[config.mk]
export PLATFORM = sky130hd
export DESIGN_NAME = floor_call_dispatcher
export DESIGN_NICKNAME = d
export VERILOG_FILES = /design/src/rtl/floor_call_dispatcher.sv
export SDC_FILE = /design/constraint.sdc
export NUM_CORES = 1
export LEC_CHECK = 0
export CORE_MARGIN = 4
export CORE_UTILIZATION = 59
export DETAILED_ROUTE_END_ITERATION = 6
export PLACE_DENSITY = 0.8
export SLEW_MARGIN = 25
export SYNTH_ARGS = -nofsm -noshare
export SYNTH_HDL_FRONTEND = slang
export SYNTH_SLANG_ARGS = --single-unit
export TNS_END_PERCENT = 10
[constraint.sdc]
create_clock -name clk -period 3.2 [get_ports clk]
set_input_delay 0.96 -clock clk [delete_from_list [all_inputs] [get_ports clk]]
set_output_delay 0.96 -clock clk [all_outputs]
set_load 0.1 [all_outputs]
[src/rtl/floor_call_dispatcher.sv]
// Floor-call dispatcher: latches call buttons, picks the next stop by SCAN, times the door dwell.
// Latency: button -> pending on the 3rd edge, pending -> requested_floor one edge later; no backpressure.
module floor_call_dispatcher #(
    parameter int unsigned NUM_FLOORS  = 6,
    parameter logic [31:0] DWELL_COUNT = 32'd5000000
) (
    input  logic                  clk,
    input  logic                  rst_n,
    input  logic [NUM_FLOORS-1:0] call_btn,
    input  logic [3:0]            current_floor,
    input  logic                  ctrl_idle,
    output logic [3:0]            requested_floor,
    output logic [NUM_FLOORS-1:0] pending,
    output logic                  door_open,
    output logic                  dir_up
);

    typedef enum logic [1:0] {
        IDLE,
        MOVE,
        DOOR
    } state_t;

    state_t                state_q, state_d;
    logic [NUM_FLOORS-1:0] sync1_q, sync1_d;
    logic [NUM_FLOORS-1:0] sync2_q, sync2_d;
    logic [NUM_FLOORS-1:0] sync3_q, sync3_d;
    logic [NUM_FLOORS-1:0] pending_q, pending_d;
    logic [3:0]            req_q, req_d;
    logic                  door_q, door_d;
    logic                  dir_q, dir_d;
    logic [31:0]           dwell_q, dwell_d;

    logic [NUM_FLOORS-1:0] rise;
    logic [NUM_FLOORS-1:0] rise_keep;
    logic [NUM_FLOORS-1:0] clr;
    logic [NUM_FLOORS-1:0] cur_oh;
    logic                  cur_valid;
    logic                  hit_cur;
    logic                  above_found;
    logic [3:0]            above_lo;
    logic                  below_found;
    logic [3:0]            below_hi;
    logic [3:0]            sel_target;
    logic                  sel_dir;

    // Nearest pending floor on each side of the car, plus the SCAN choice.
    always_comb begin
        cur_oh      = '0;
        above_found = 1'b0;
        above_lo    = 4'd0;
        below_found = 1'b0;
        below_hi    = 4'd0;
        for (int i = int'(NUM_FLOORS) - 1; i >= 0; i--) begin
            cur_oh[i] = (current_floor == 4'(i));
            if (pending_q[i] && (4'(i) > current_floor)) begin
                above_found = 1'b1;
                above_lo    = 4'(i);
            end
        end
        for (int i = 0; i < int'(NUM_FLOORS); i++) begin
            if (pending_q[i] && (4'(i) < current_floor)) begin
                below_found = 1'b1;
                below_hi    = 4'(i);
            end
        end
        hit_cur   = |(pending_q & cur_oh);
        cur_valid = (current_floor < 4'(NUM_FLOORS));

        sel_target = current_floor;
        sel_dir    = dir_q;
        if (!hit_cur) begin
            if (dir_q) begin
                if (above_found) begin
                    sel_target = above_lo;
                end else begin
                    sel_target = below_hi;
                    sel_dir    = 1'b0;
                end
            end else begin
                if (below_found) begin
                    sel_target = below_hi;
                end else begin
                    sel_target = above_lo;
                    sel_dir    = 1'b1;
                end
            end
        end
    end

    always_comb begin
        sync1_d   = call_btn;
        sync2_d   = sync1_q;
        sync3_d   = sync2_q;
        rise      = sync2_q & ~sync3_q;
        rise_keep = rise;
        clr       = '0;
        state_d   = state_q;
        req_d     = req_q;
        door_d    = door_q;
        dir_d     = dir_q;
        dwell_d   = dwell_q;

        case (state_q)
            IDLE: begin
                if (!cur_valid) begin
                    req_d = 4'd0;
                end else begin
                    req_d = current_floor;
                    if ((pending_q != '0) && ctrl_idle) begin
                        dir_d = sel_dir;
                        if (sel_target == current_floor) begin
                            state_d = DOOR;
                            door_d  = 1'b1;
                            dwell_d = 32'd0;
                            clr     = cur_oh;
                        end else begin
                            req_d   = sel_target;
                            state_d = MOVE;
                        end
                    end
                end
            end
            MOVE: begin
                if ((current_floor == req_q) && ctrl_idle) begin
                    state_d = DOOR;
                    door_d  = 1'b1;
                    dwell_d = 32'd0;
                    clr     = cur_oh;
                end else if (dir_q && above_found && (above_lo < req_q)) begin
                    req_d = above_lo;
                end else if (!dir_q && below_found && (below_hi > req_q)) begin
                    req_d = below_hi;
                end
            end
            DOOR: begin
                // A press at the open floor only holds the door; it never queues a call.
                rise_keep = rise & ~cur_oh;
                if (|(rise & cur_oh)) begin
                    dwell_d = 32'd0;
                end else if (dwell_q == (DWELL_COUNT - 32'd1)) begin
                    state_d = IDLE;
                    door_d  = 1'b0;
                    dwell_d = 32'd0;
                end else begin
                    dwell_d = dwell_q + 32'd1;
                end
            end
            default: begin
                state_d = IDLE;
                door_d  = 1'b0;
                dwell_d = 32'd0;
            end
        endcase

        pending_d = (pending_q | rise_keep) & ~clr;
    end

    always_ff @(posedge clk or negedge rst_n) begin
        if (!rst_n) begin
            state_q   <= IDLE;
            sync1_q   <= '0;
            sync2_q   <= '0;
            sync3_q   <= '0;
            pending_q <= '0;
            req_q     <= 4'd0;
            door_q    <= 1'b0;
            dir_q     <= 1'b1;
            dwell_q   <= 32'd0;
        end else begin
            state_q   <= state_d;
            sync1_q   <= sync1_d;
            sync2_q   <= sync2_d;
            sync3_q   <= sync3_d;
            pending_q <= pending_d;
            req_q     <= req_d;
            door_q    <= door_d;
            dir_q     <= dir_d;
            dwell_q   <= dwell_d;
        end
    end

    assign requested_floor = req_q;
    assign pending         = pending_q;
    assign door_open       = door_q;
    assign dir_up          = dir_q;

endmodule

==> After elaboration in Yosys (flattened, before gate mapping) <==
Index checks and enable logic that the tools add are counted.
{ "classes": {"add_sub_neg": 1, "order_cmp": 15, "n_reduce_logical": 30, "n_eq_ne": 18, "n_mux": 64, "n_bitwise": 10} }
{ "op_table": {"columns": ["op", "n"], "rows": [
  ["32-bit 2-to-1 mux", 6],
  ["32-bit one-hot mux with 3 select lines", 1],
  ["4-bit 2-to-1 mux", 19],
  ["32-bit by 1-bit adder with 32-bit output, second input constant", 1],
  ["32-bit by 23-bit == test with 1-bit output, second input constant", 1],
  ["6-bit bitwise AND", 5],
  ["6-bit 2-to-1 mux", 5],
  ["1-bit 2-to-1 mux", 22],
  ["1-bit logical AND", 18],
  ["6-bit inverter", 3],
  ["2-bit != test, second input constant", 7],
  ["2-bit 2-to-1 mux", 6],
  ["6-bit one-hot mux with 2 select lines", 1],
  ["6-bit OR reduction", 2],
  ["4-bit by 2-bit == test with 1-bit output, second input constant", 2],
  ["4-bit by 3-bit == test with 1-bit output, second input constant", 2],
  ["4-bit == test", 2],
  ["1-bit by 4-bit greater-than comparator with 1-bit output, first input constant", 2],
  ["2-bit by 4-bit greater-than comparator with 1-bit output, first input constant", 2],
  ["3-bit by 4-bit greater-than comparator with 1-bit output, first input constant", 2],
  ["1-bit by 4-bit < comparator with 1-bit output, first input constant", 2],
  ["2-bit by 4-bit < comparator with 1-bit output, first input constant", 2],
  ["3-bit by 4-bit < comparator with 1-bit output, first input constant", 2],
  ["4-bit one-hot mux with 2 select lines", 1],
  ["other kinds (21)", 22]
]} }
{ "word_totals": {"reg_bits": 64, "word_cells": 147, "output_inout_bits": 12} }

==> Depth between registers and ports, before layout <==
{ "logic_depth": {"depth_word": 18, "ltp_mapped": 15} }

==> Worst setup path before layout <==
No wires, ideal clock.
{ "synth_path": {"path_kind": "register -> register", "start": "reg pending_q[5] (netlist: pending[5])", "end": "reg req_q[2] (netlist: requested_floor[2])", "path_slack_ps": -438, "stages_incl_launch_ff": 12, "required_ps": 3072, "t_arrival_ps": 3510, "setup_time_ps": 128, "n_path_buf": 1, "synth_period_minus_slack_ps": 3638, "cell_sequence": "dfrtp_1 > buf_2 > or4b_2 > o21ai_0 > and2_1 > ha_1 > nor2_1 > o21ai_0 > o31ai_1 > a221o_1 > and2_1 > mux2_1"} }
{ "synth_via": {"elab_chain_len": 15, "word_cells_on_any_way": 40} }
{ "synth_rtl": {"columns": ["item", "line", "rtl"], "rows": [
  ["start, declared", "28", "logic [NUM_FLOORS-1:0] pending_q, pending_d;"],
  ["start signal, assigned", "175", "pending_q <= pending_d;"],
  ["1-bit logical AND", "56", "if (pending_q[i] && (4'(i) > current_floor)) begin"],
  ["3-bit 2-to-1 mux / 1-bit 2-to-1 mux (equally long branches)", "56", null],
  ["4-bit 2-to-1 mux / 1-bit 2-to-1 mux (equally long branches) (5 in a row)", "56", null],
  ["4-bit 2-to-1 mux, on equally long branches", "81, 74", null],
  ["4-bit 2-to-1 mux", "73", "if (dir_q) begin"],
  ["4-bit 2-to-1 mux", "72", "if (!hit_cur) begin"],
  ["4-bit == test", "112", "if (sel_target == current_floor) begin"],
  ["4-bit 2-to-1 mux", "112", null],
  ["4-bit 2-to-1 mux", "110", "if ((pending_q != '0) && ctrl_idle) begin"],
  ["4-bit 2-to-1 mux", "106", "if (!cur_valid) begin"],
  ["4-bit one-hot mux with 2 select lines", "104", "case (state_q)"],
  ["end signal, assigned", "176", "req_q <= req_d;"],
  ["end, declared", "29", "logic [3:0] req_q, req_d;"]
]} }
Parallel ways exist; a longest one is shown, timed or not. The select of a mux whose other input is x is not followed.
A chain may end at the register's enable or synchronous reset.

==> Worst setup path in the final report <==
{ "layout_path": {"start": "in current_floor[2]", "end": "reg req_q[0] (netlist: requested_floor[0])"} }
{ "layout_via": {"elab_chain_len": 16, "word_cells_on_any_way": 79} }
{ "layout_rtl": {"columns": ["item", "line", "rtl"], "rows": [
  ["start, declared", "10", "input logic [3:0] current_floor,"],
  ["3-bit by 4-bit greater-than comparator with 1-bit output / 1-bit by 4-bit < comparator with 1-bit output (equally long branches)", "56, 62", null],
  ["1-bit logical AND, on equally long branches", "56, 62", null],
  ["3-bit 2-to-1 mux (tied with other cells)", "56", null],
  ["4-bit 2-to-1 mux (tied with other cells) (5 in a row)", "56", null],
  ["4-bit 2-to-1 mux, on equally long branches", "81, 74", null],
  ["4-bit 2-to-1 mux", "73", null],
  ["4-bit 2-to-1 mux", "72", null],
  ["4-bit == test", "112", null],
  ["4-bit 2-to-1 mux", "112", null],
  ["4-bit 2-to-1 mux", "110", null],
  ["4-bit 2-to-1 mux", "106", null],
  ["4-bit one-hot mux with 2 select lines", "104", null]
]} }
Parallel ways exist; a longest one is shown, timed or not. The select of a mux whose other input is x is not followed.

==> results.toml <==
[layout]
multiInputGateArea_sq_um = 2090
nets = 530
final_area_sq_um = 4790
regArea_sq_um = 1610
final_cells = 591
drive_above_1_share_pct = 25.6
antenna_cells = 0
fillCellCount = 405
syn2layout_area_growth_pct = 29.8

[placement]
post_dp_cell_area_sq_um = 4420
detailed_place_hpwl_um = 6720
place_congestion = 0.936
dp.cells = 558
portBuffers = 24
preCtsSetupSlack_ps = -585

[synth]
ys_ff_latch = 64
synth_nets = 451
syn_area_per_cell_sq_um = 8.54
netlist_instances = 432
synth-seq-area-share_pct = 43.4
yosysWarningCount = 0
synth.cell_area_sq_um = 3690
synth_edf_count = 0
postSynth.asyncResetShare_pct = 100
ys_types = 52
synth-main-ff-cell = "dfrtp_1"

[global_route]
grt_max_degree = 47
antenna_found_initial = 0
grt_pass1_vias = 3488
grt_usage_pct = 27.4
grt_pass1_wl_um = 16400
overflow = 0

[worst_hold_path]
hold_path_class = "flop to flop"
hold_path_end = "sync2_q[3]"
hold_depth = 0
holdCritStartpoint = "sync1_q[3]"

[routing]
routed_wl_um = 9800
wl_per_cell_um = 16.6
top_layer = "met4"
wl_met1_um = 4220
drtAntennaViolNets = 0
vias = 3650
dr_wl_met3_um = 539
route.detailed.drc = 0
drt_iter0_markers = 313
dr_wl_met2_um = 4830
vias_per_cell = 6.18
firstDrtPassIters = 5

[power]
p_sw_uw = 1250
combinationalPowerShare_pct = 43.8
powerDensity_nw_per_um2 = 615
pwr-share-seq_pct = 34.6
clock_power_share_pct = 21.5
p_int_uw = 1690
max-vdd-ir-drop_uv = 646
p_leak_uw = 0.00206
switching_share_pct = 42.6

[floorplan]
die_h_um = 87.1
rows = 28
core_area_sq_um = 5990
die-area_sq_um = 7590
die_w_um = 87.1
io_pins = 25
start_util_pct = 61.6

[outcome]
status = "complete, no violations"

[critical_path]
ff2ff_path_depth = 12
cp_max_fo = 6
required_ps = 3420
rr_endpoint = "requested_floor[0]"
cp.arrival_ps = 3310
worstSetupPathType = "input port to flop"
critPathCaptureType = "flop"
r2r_start = "pending[5]"
start_kind = "input port"
reg2reg_slack_ps = 410

[clock_network]
cts.sinks = 64
cts_inserted_buffers = 9
htree_levels = 3
clk_pin_slew_ps = 80
cts-root-buf = "clkbuf_8"
cts_hold_buf = 0
tritoncts = "done"
insertion_delay_ps = 350
clockBufferDepth = 2

[timing]
period_share_pct = 96.5
fin_crit_ps = 3090
drv_slew = 0
finClkSkew_ps = 9.04
setup_viol = 0
worst_slew_pin_slew_ps = 647
hold_violations = 0
slew_headroom_pct = 56.5
fmax_ghz = 0.324
worst_slack_ps = 113

[run]
maxCapViolations = 0
[power by group through the flow]
stage,combinational (uW),clock (uW),sequential (uW)
after floorplan,643,0,1200
after detailed placement,1200,0,1030
after global routing,1410,686,1030
final,1290,635,1020
after CTS,1240,649,1010
after global placement,1180,0,1020
[flip-flops by register name, summed over array words and instances, names as in the netlist, 2 cells and up]
register and flops:
requested_floor 4, sync3_q 6, state_q 2, sync2_q 6, sync1_q 6, dwell_q 32
pending 6
[how the worst max path moves through the flow]
stage                           from                  to
floorplan           current_floor[1]  requested_floor[2]
global placement    current_floor[1]  requested_floor[2]
detailed placement  current_floor[1]  requested_floor[2]
CTS                 current_floor[0]  requested_floor[1]
global route        current_floor[2]  requested_floor[2]
finish              current_floor[2]  requested_floor[0]
[worst max-delay path, cell delays in order]
cell and delay [ps]:
clkdlybuf4s15_1 210, buf_6 150, nor2_4 170, nor3_2 70, nor3_2 290, ha_1 300
a21o_1 200, a21oi_2 130, nor4_2 60, a221o_1 320, buf_4 140, buf_4 130
a21oi_2 120, a31oi_1 50
[cells in the final DEF, fill, tap and decap left out, types with 12 or more instances in the layout]
cell     netlist  routed
o31ai_1       13      12
nor2_1        43      41
buf_4          0      71
nand3_1       21      21
nand2_1       36      36
a21oi_1       27      23
inv_1         15      15
o21ai_0       55      51
dfrtp_1       63      60
[cell usage after synthesis (2+ instances only)]
master	count	area, sq um
or2_2	2	12.5
nand2_1	36	135
mux2i_1	4	40.0
a211o_1	2	17.5
a211oi_1	2	15.0
or3_1	4	25.0
buf_2	9	45.0
o21ai_0	55	275
a21o_1	4	30.0
inv_1	15	56.3
nand2b_1	5	31.3
clkbuf_1	12	45.0
o31ai_1	13	97.6
nor4_1	5	31.3
and2_1	7	43.8
a221o_1	3	30.0
nand3_1	21	105
nand3b_1	3	22.5
ha_1	6	75.1
nor3_1	11	55.1
nand4_1	10	62.6
or4_1	4	30.0
xnor2_1	4	35.0
a21boi_0	3	22.5
nor4b_1	3	26.3
and3_1	10	62.6
a31oi_1	10	62.6
o211ai_1	2	15.0
a21oi_1	27	135
o22ai_1	4	25.0
nor2_1	43	161
nor2b_1	10	62.6
o31a_1	2	17.5
dfrtp_1	63	1580
[metal layers]
layer  up-vias  track usage (%)
met4         0             10.6
met1      1742             36.2
met2       147             45.5
li1       1741                -
met3        20             4.07
met5         -                0
[kinds of logic after synthesis]
kind of cell | synth area share, %
simple gates | 24.8
compound gates | 22.5
flops | 43.4
buf+inv | 4.27
mux | 2.00
fa+ha+maj | 2.03
xor+xnor | 0.949
[what timing repair did]
| action | in CTS | in global routing |
|---|---|---|
| endpoints found under the hold margin | 0 | 0 |
| gates cloned | 1 | 0 |
| buffers inserted | 11 | 5 |
| resized for setup | 9 | 15 |
| pin swaps | 5 | 11 |
| setup endpoints to repair | 28 | 6 |
[through the flow]
step | total power (uW) | utilization, % | hold WS, ps | TNS [ps]
6_report | 2950 | 79.9 | 349 | 0
5_1_grt | 3130 | 79.9 | 365 | -17.0
4_1_cts | 2910 | 78.9 | 353 | 0
3_5_place_dp | 2230 | 73.8 | 341 | -13320
3_3_place_gp | 2210 | 73.8 | 331 | -12080
2_1_floorplan | 1850 | - | 331 | -6.63
[cell type report]
cell class | instances | share of cell area (%)
clock buffers | 9 | 2.59
clock inverters | 7 | 1.18
inverters | 15 | 1.18
multi-input cells | 331 | 43.7
flip-flops and latches | 64 | 33.5
well taps | 75 | 1.96
repair buffers | 90 | 15.9
Power figures use the tool's default switching activity.
